## src/rtl/counter_ctrl_unit_pkg.sv

```systemverilog
// Shared constants for the counter control unit: state encoding and count range.
package counter_ctrl_unit_pkg;

  typedef enum logic [1:0] {
    ST_STOP  = 2'd0,
    ST_RUN   = 2'd1,
    ST_CLEAR = 2'd2
  } ctrl_state_t;

  localparam int COUNT_W   = 14;
  localparam int COUNT_MAX = 9999;

endpackage

```

## src/rtl/counter_ctrl_unit_tick_gen.sv

```systemverilog
// Tick prescaler: counts 0..DIV-1 while run is high, parked at 0 otherwise.
module counter_ctrl_unit_tick_gen #(
  parameter int DIV = 10
) (
  input  logic clk,
  input  logic reset,
  input  logic run,
  output logic tick_int
);

  localparam int PW = (DIV > 2) ? $clog2(DIV) : 1;
  localparam logic [PW-1:0] LAST = PW'(DIV - 1);

  logic [PW-1:0] presc_q;
  logic [PW-1:0] presc_d;

  // Next prescaler value: wrap after the last count, hold at 0 when not running.
  always_comb begin
    presc_d = '0;
    if (run && (presc_q != LAST)) begin
      presc_d = presc_q + PW'(1);
    end
  end

  // Prescaler register with synchronous reset.
  always_ff @(posedge clk) begin
    if (reset) begin
      presc_q <= '0;
    end else begin
      presc_q <= presc_d;
    end
  end

  assign tick_int = run && (presc_q == LAST);

endmodule

```

## src/rtl/counter_ctrl_unit.sv

```systemverilog
// Control unit for the 0..9999 up/down counter: button edge detection,
// STOP/RUN/CLEAR sequencing, tick generation and optional auto-stop.
//
//   state    | meaning
//   ST_STOP  | idle, counter held; clear/run edges accepted, mode toggles direction
//   ST_RUN   | counter enabled, ticks issued every DIV cycles
//   ST_CLEAR | one-cycle counter clear, then back to STOP
module counter_ctrl_unit
  import counter_ctrl_unit_pkg::*;
#(
  parameter int SYS_CLK_HZ = 100_000_000,
  parameter int TICK_HZ    = 10,
  parameter int AUTO_STOP  = 0
) (
  input  logic               clk,
  input  logic               reset,
  input  logic               btn_run_stop,
  input  logic               btn_clear,
  input  logic               btn_mode,
  input  logic [COUNT_W-1:0] count_in,
  output logic               tick,
  output logic               en,
  output logic               clear,
  output logic               up_down,
  output logic [1:0]         state
);

  localparam int DIV = SYS_CLK_HZ / TICK_HZ;

  ctrl_state_t state_q;
  logic        en_q;
  logic        clear_q;
  logic        up_down_q;
  logic        prev_run_q;
  logic        prev_clear_q;
  logic        prev_mode_q;

  logic edge_run;
  logic edge_clear;
  logic edge_mode;
  logic tick_int;
  logic term;
  logic auto_stop_hit;

  assign edge_run   = btn_run_stop & ~prev_run_q;
  assign edge_clear = btn_clear    & ~prev_clear_q;
  assign edge_mode  = btn_mode     & ~prev_mode_q;

  assign term = (!up_down_q && (count_in == COUNT_W'(COUNT_MAX))) ||
                ( up_down_q && (count_in == '0));

  assign auto_stop_hit = (AUTO_STOP != 0) && tick_int && term;

  counter_ctrl_unit_tick_gen #(
    .DIV (DIV)
  ) u_tick_gen (
    .clk      (clk),
    .reset    (reset),
    .run      (state_q == ST_RUN),
    .tick_int (tick_int)
  );

  // Button history; reset to 1 so a button held through reset gives no edge.
  always_ff @(posedge clk) begin
    if (reset) begin
      prev_run_q   <= 1'b1;
      prev_clear_q <= 1'b1;
      prev_mode_q  <= 1'b1;
    end else begin
      prev_run_q   <= btn_run_stop;
      prev_clear_q <= btn_clear;
      prev_mode_q  <= btn_mode;
    end
  end

  // Control FSM with registered Moore outputs and direction flag.
  always_ff @(posedge clk) begin
    if (reset) begin
      state_q   <= ST_STOP;
      en_q      <= 1'b0;
      clear_q   <= 1'b0;
      up_down_q <= 1'b0;
    end else begin
      case (state_q)
        ST_STOP: begin
          if (edge_clear) begin
            state_q <= ST_CLEAR;
            en_q    <= 1'b0;
            clear_q <= 1'b1;
          end else if (edge_run) begin
            state_q <= ST_RUN;
            en_q    <= 1'b1;
            clear_q <= 1'b0;
          end
          if (edge_mode) begin
            up_down_q <= ~up_down_q;
          end
        end
        ST_RUN: begin
          if (edge_run || auto_stop_hit) begin
            state_q <= ST_STOP;
            en_q    <= 1'b0;
            clear_q <= 1'b0;
          end
        end
        default: begin
          state_q <= ST_STOP;
          en_q    <= 1'b0;
          clear_q <= 1'b0;
        end
      endcase
    end
  end

  // In auto-stop mode the terminal tick is swallowed so the count holds.
  assign tick    = tick_int & ~auto_stop_hit;
  assign en      = en_q;
  assign clear   = clear_q;
  assign up_down = up_down_q;
  assign state   = state_q;

endmodule

```

## config.mk

```make
export PLATFORM = sky130hd
export DESIGN_NAME = counter_ctrl_unit
export DESIGN_NICKNAME = d
export VERILOG_FILES = /design/src/rtl/counter_ctrl_unit_pkg.sv /design/src/rtl/counter_ctrl_unit_tick_gen.sv /design/src/rtl/counter_ctrl_unit.sv
export SDC_FILE = /design/constraint.sdc
export NUM_CORES = 1
export LEC_CHECK = 0
export BUFFER_PORTS_ARGS = -buffer_cell sky130_fd_sc_hd__buf_2
export CORE_MARGIN = 10
export CORE_UTILIZATION = 49
export DETAILED_ROUTE_END_ITERATION = 12
export GPL_TIMING_DRIVEN = 0
export PLACE_DENSITY = 0.7
export SETUP_SLACK_MARGIN = 0.15
export SYNTH_ARGS = -nofsm -noshare
export SYNTH_HDL_FRONTEND = slang
export SYNTH_SLANG_ARGS = --single-unit
export TNS_END_PERCENT = 20
```

## constraint.sdc

```tcl
create_clock -name clk -period 2 [get_ports clk]
set_clock_uncertainty 0.05 [all_clocks]
set_input_delay 0.4 -clock clk [delete_from_list [all_inputs] [get_ports clk]]
set_output_delay 0.4 -clock clk [all_outputs]
set_load 0.03 [all_outputs]
```

---- Word-level counts from Yosys, hierarchy flattened ----
Index checks and enable logic that the tools add are counted.
W data, S select, Z words.
storage, ports and cells
  register bits after elaboration ......... 32
  bits of input ports ..................... 19
  output and inout port bits .............. 6
  word-level logic and storage cells ...... 39
operators by class
  add/subtract/negate cells ............... 1
  equality and inequality tests ........... 5
  mux-type cells .......................... 11
  bitwise gates (word level) .............. 8
  reduce and logical (&&, ||, !) cells .... 6
operators by type and width
  operator                 count
  $add A24 B1 Y24 const B  1
  $eq A24 B24 Y1 const B   1
  $ne A24 B24 Y1 const B   1
  $mux W2                  3
  $mux W1                  5
  $not A1 Y1               5
  $pmux W1 S2              2
  $pmux W2 S2              1
  $reduce_and A2 Y1        2
  $and A1 B1 Y1            3
  $ne A3 B3 Y1 const B     1
  $eq A2 B1 Y1 const B     1
  $logic_and A1 B1 Y1      2
  $logic_not A2 Y1         1
  $ne A2 B2 Y1 const B     1
  $reduce_or A2 Y1         1

---- Depth between registers and ports, before layout ----
  depth after elaboration ................. 5
  depth in mapped cells ................... 6
  depth with buffers taken out ............ 5

---- Modules after synthesis ----
From an unflattened synthesis, not the netlist that was laid out.
second synthesis, totals
  cell total of the unflattened synthesis .. 153
  area total of the unflattened synthesis .. 1376.3 um^2
modules (own cells, without submodules)
  module                      instances  cells an instance  area an instance (um^2)  sequential area each (um^2)
  counter_ctrl_unit_tick_gen  1          129                1123.6                   480.5
  counter_ctrl_unit           1          24                 252.7                    140.1

---- Least setup slack after synthesis ----
No wires, ideal clock.
  path type ............................... register to output
  from .................................... register u_tick_gen.presc_q[9]
  to ...................................... output port tick
  data arrival time ....................... 1.773 ns
  data required time ...................... 1.550 ns
  path slack .............................. -0.223 ns
  cell stages (with the launch flop) ...... 5
  path buffers ............................ 0
  path through ............................ dfxtp_1 -> or4bb_1 -> nor2_1 -> nand3_1 -> nor3b_1
between the ends
  cells in the longest elaborated chain, start to end .. 2
RTL lines
  what                      line                              RTL
  start: declaration        counter_ctrl_unit_tick_gen.sv:14  logic [PW-1:0] presc_q;
  start signal: assignment  counter_ctrl_unit_tick_gen.sv:30  presc_q <= presc_d;
  $eq A24 B24 Y1            counter_ctrl_unit_tick_gen.sv:34  assign tick_int = run && (presc_q == LAST);
  $logic_and A1 B1 Y1       counter_ctrl_unit_tick_gen.sv:34
  end: declaration          counter_ctrl_unit.sv:21           output logic tick,
Every way passes these cells.

---- Final worst setup path ----
  from .................................... register u_tick_gen.presc_q[23]
  to ...................................... output port tick
The elaborated chain is that of the path after synthesis.

==> results.sh <==
export IMPL_path_clk_slew_ns=0.10
export IMPL_hp_class="in -> reg"
export IMPL_final_hold_violation_count=0
export IMPL_timing_final_max_slew_violations=0
export IMPL_violations="negative setup slack"
export IMPL_wl_um=3270
export IMPL_arrival_ns=1.82
export IMPL_diodes=0
export IMPL_gp_congestion=0.787
export IMPL_setup_slack_ns=-0.265
export IMPL_synth_edf_count=0
export IMPL_wl_per_cell_um=14.7
export IMPL_postCtsHoldBufs=0
export IMPL_worst_setup_path_end_kind="output port"
export IMPL_antenna_found_initial=0
export IMPL_synth_area_leaders="dfxtp_1, xnor2_1, nor2_1, a21oi_1, nand3_1"
export IMPL_start_util_pct=51.7
export IMPL_first_iter_violations=63
export IMPL_yosysUniqueCellTypes=38
export IMPL_drv_cap=0
export IMPL_criticalPathCategory="reg -> out"
export IMPL_leakagePower_nw=0.591
export IMPL_cts_buffers=5
export IMPL_ios=25
export IMPL_grt_max_degree=11
export IMPL_clockBufferDepth=2
export IMPL_synth_flop_cell="dfxtp_1"
export IMPL_fin_cells=223
export IMPL_power_per_cell_area_mw_per_mm2=561
export IMPL_yosysWarnings=0
export IMPL_clkLatencyLatePin_ns=0.34
export IMPL_finish_utilization_pct=67.6
export IMPL_vias=1279
export IMPL_die_x_um=73.9
export IMPL_r2r_slack_ns=0.08
export IMPL_postRouteAntennaNets=0
export IMPL_r2r_cells=6
export IMPL_die_area_sq_mm=0.00547
export IMPL_num_nets_final=211
export IMPL_hold_depth=2
export IMPL_crit_fanout=3
export IMPL_tightest_slew_ns=0.620
export IMPL_pre_cts_slack_ns=-0.0712
export IMPL_period_share_pct=113
export IMPL_r2r_end="u_tick_gen.presc_q[23]"
export IMPL_dpl_hpwl_um=2070
export IMPL_drc_errors=0
export IMPL_cts_sinks=31
export IMPL_drt_first_pass_iters=4
export IMPL_status="finished with violations"
export IMPL_setup_tns_ns=-0.265
export IMPL_dp_cells=201
export IMPL_clockRootBuffer="clkbuf_4"
export IMPL_min_period_ns=2.27
export IMPL_synth_top_cell_area_share_pct=43.5
export IMPL_grt_pass1_wl_um=4950
export IMPL_rsz0062_at_grt="yes"
export IMPL_synth_top_cell_by_area="dfxtp_1"
export IMPL_synth_fp_nets=180
export IMPL_htreeDepth=2
export IMPL_die_h_um=73.9
export IMPL_io_buffers=10
export IMPL_cp_start_kind="flip-flop"
export IMPL_ys_ff_latch=31
export IMPL_synthTopCellsByCount="dfxtp_1, nor2_1, xnor2_1"
export IMPL_drive_gt1_share_pct=41.7
export IMPL_grtUsageTotal_pct=11.5
export IMPL_hold_path_end="prev_run_q"
export IMPL_ir_worst_vdd_mv=0.464
export IMPL_slew_headroom_pct=58.3
export IMPL_core_sq_mm=0.00276
export IMPL_worstPathRequired_ns=1.55
export IMPL_reg2reg_from="u_tick_gen.presc_q[8]"
export IMPL_synth_yosys_seq_area_share_pct=43.5
export IMPL_async_flop_share_pct=0
export IMPL_netlist_instances=160
export IMPL_synthToLayoutAreaGrowth_pct=30.9
export IMPL_grt_ovfl_total=0
export IMPL_synth_most_common_cell="dfxtp_1"
export IMPL_cts_tree="yes"
export IMPL_avgSynthCellArea_sq_um=8.91
export IMPL_synth_area_sq_mm=0.00143
export IMPL_grt_pass1_vias=1078
export IMPL_setup_viol=1
export IMPL_avgViaCountPerCell=5.74
export IMPL_rows=19
export IMPL_timing_hold_worst_start="btn_run_stop"
export IMPL_max_freq_mhz=441
## through the flow
step | power [mW] | hold WS [ns] | area [sq um]
floorplan | 0.667 | 0.382 | 1490
global placement | 0.681 | 0.397 | 1580
detailed placement | 0.681 | 0.405 | 1580
CTS | 1.06 | 0.197 | 1720
global route | 1.09 | 0.202 | 1870
finish | 1.05 | 0.203 | 1870
## cell usage in the layout, fill, tap and decap left out, types with 2 or more instances in the layout
| cell type | instances |
|---|---|
| or3_1 | 3 |
| nand2_1 | 8 |
| xnor2_1 | 12 |
| o21ai_0 | 2 |
| a21oi_1 | 7 |
| nand3_1 | 6 |
| clkbuf_4 | 5 |
| or2_2 | 4 |
| nor3_1 | 7 |
| dfxtp_4 | 8 |
| xor2_1 | 2 |
| o31ai_1 | 4 |
| inv_1 | 7 |
| buf_2 | 9 |
| dfxtp_2 | 10 |
| buf_6 | 5 |
| nor2_1 | 19 |
| dfxtp_1 | 13 |
| nand4_1 | 4 |
| nor4_1 | 5 |
| buf_4 | 15 |
| a21oi_2 | 3 |
| nand2b_1 | 2 |
| or4_4 | 5 |
| nand3_4 | 2 |
## timing repair
action	4_1_cts	5_1_grt
setup buffers	4	11
pin swaps	7	11
gates resized for setup	20	21
endpoints found under the setup margin	24	24
## logic make-up after synthesis
group | synth area share, %
AND/OR/NAND/NOR | 33.7
flip-flops | 43.5
AO/OA/AOI/OAI | 9.75
XOR/XNOR | 8.60
buffers and inverters | 3.51
adder cells (fa/ha/maj) | 0.878
## critical path: stages, from the launching register on
cell     delay (ns)
dfxtp_2        0.36
or4bb_4        0.55
nor2_4         0.12
nand3_2        0.10
nor3b_4        0.20
buf_6          0.15
## layout make-up
class	instances	area [sq um]
buffer	4	33.8
timing repair buffer	25	180
sequential	31	663
tap	31	38.8
multi-input combinational	117	863
inverter	7	26.3
fill	222	892
clock buffer	7	55.1
clock inverter	1	5.00
## how the worst max path moves through the flow
| stage | startpoint | endpoint | slack [ns] | depth (start not counted) |
|---|---|---|---|---|
| after floorplan | u_tick_gen.presc_q[21] | tick | 0.12 | 4 |
| after global placement | u_tick_gen.presc_q[0] | u_tick_gen.presc_q[18] | -0.06 | 5 |
| after detailed placement | u_tick_gen.presc_q[0] | u_tick_gen.presc_q[18] | -0.07 | 5 |
| after CTS | u_tick_gen.presc_q[21] | tick | -0.28 | 5 |
| after global routing | u_tick_gen.presc_q[19] | tick | -0.33 | 5 |
| final | u_tick_gen.presc_q[23] | tick | -0.27 | 5 |
## state kept, by name (all words and copies together), names as in the netlist
signal / cells
en: 1
clear: 1
prev_mode_q: 1
prev_clear_q: 1
state: 1
up_down: 1
prev_run_q: 1
u_tick_gen.presc_q: 24
## report_power, final
part	leakage [nW]	total [mW]	switching [mW]	internal [mW]
logic	0.293	0.0423	0.0242	0.0181
registers	0.263	0.620	0.00588	0.614
clock network	0.0353	0.385	0.215	0.170
## metal layers
layer  vias up  global-route usage, %  share of wire (%)
met3         7                   5.05                6.9
met1       608                   13.3                 43
met4         0                   5.80                1.6
met5         -                      0                  0
met2        31                   17.8                 48
li1        633                      -                  -
No activity file was read; power rests on OpenSTA's default activity.
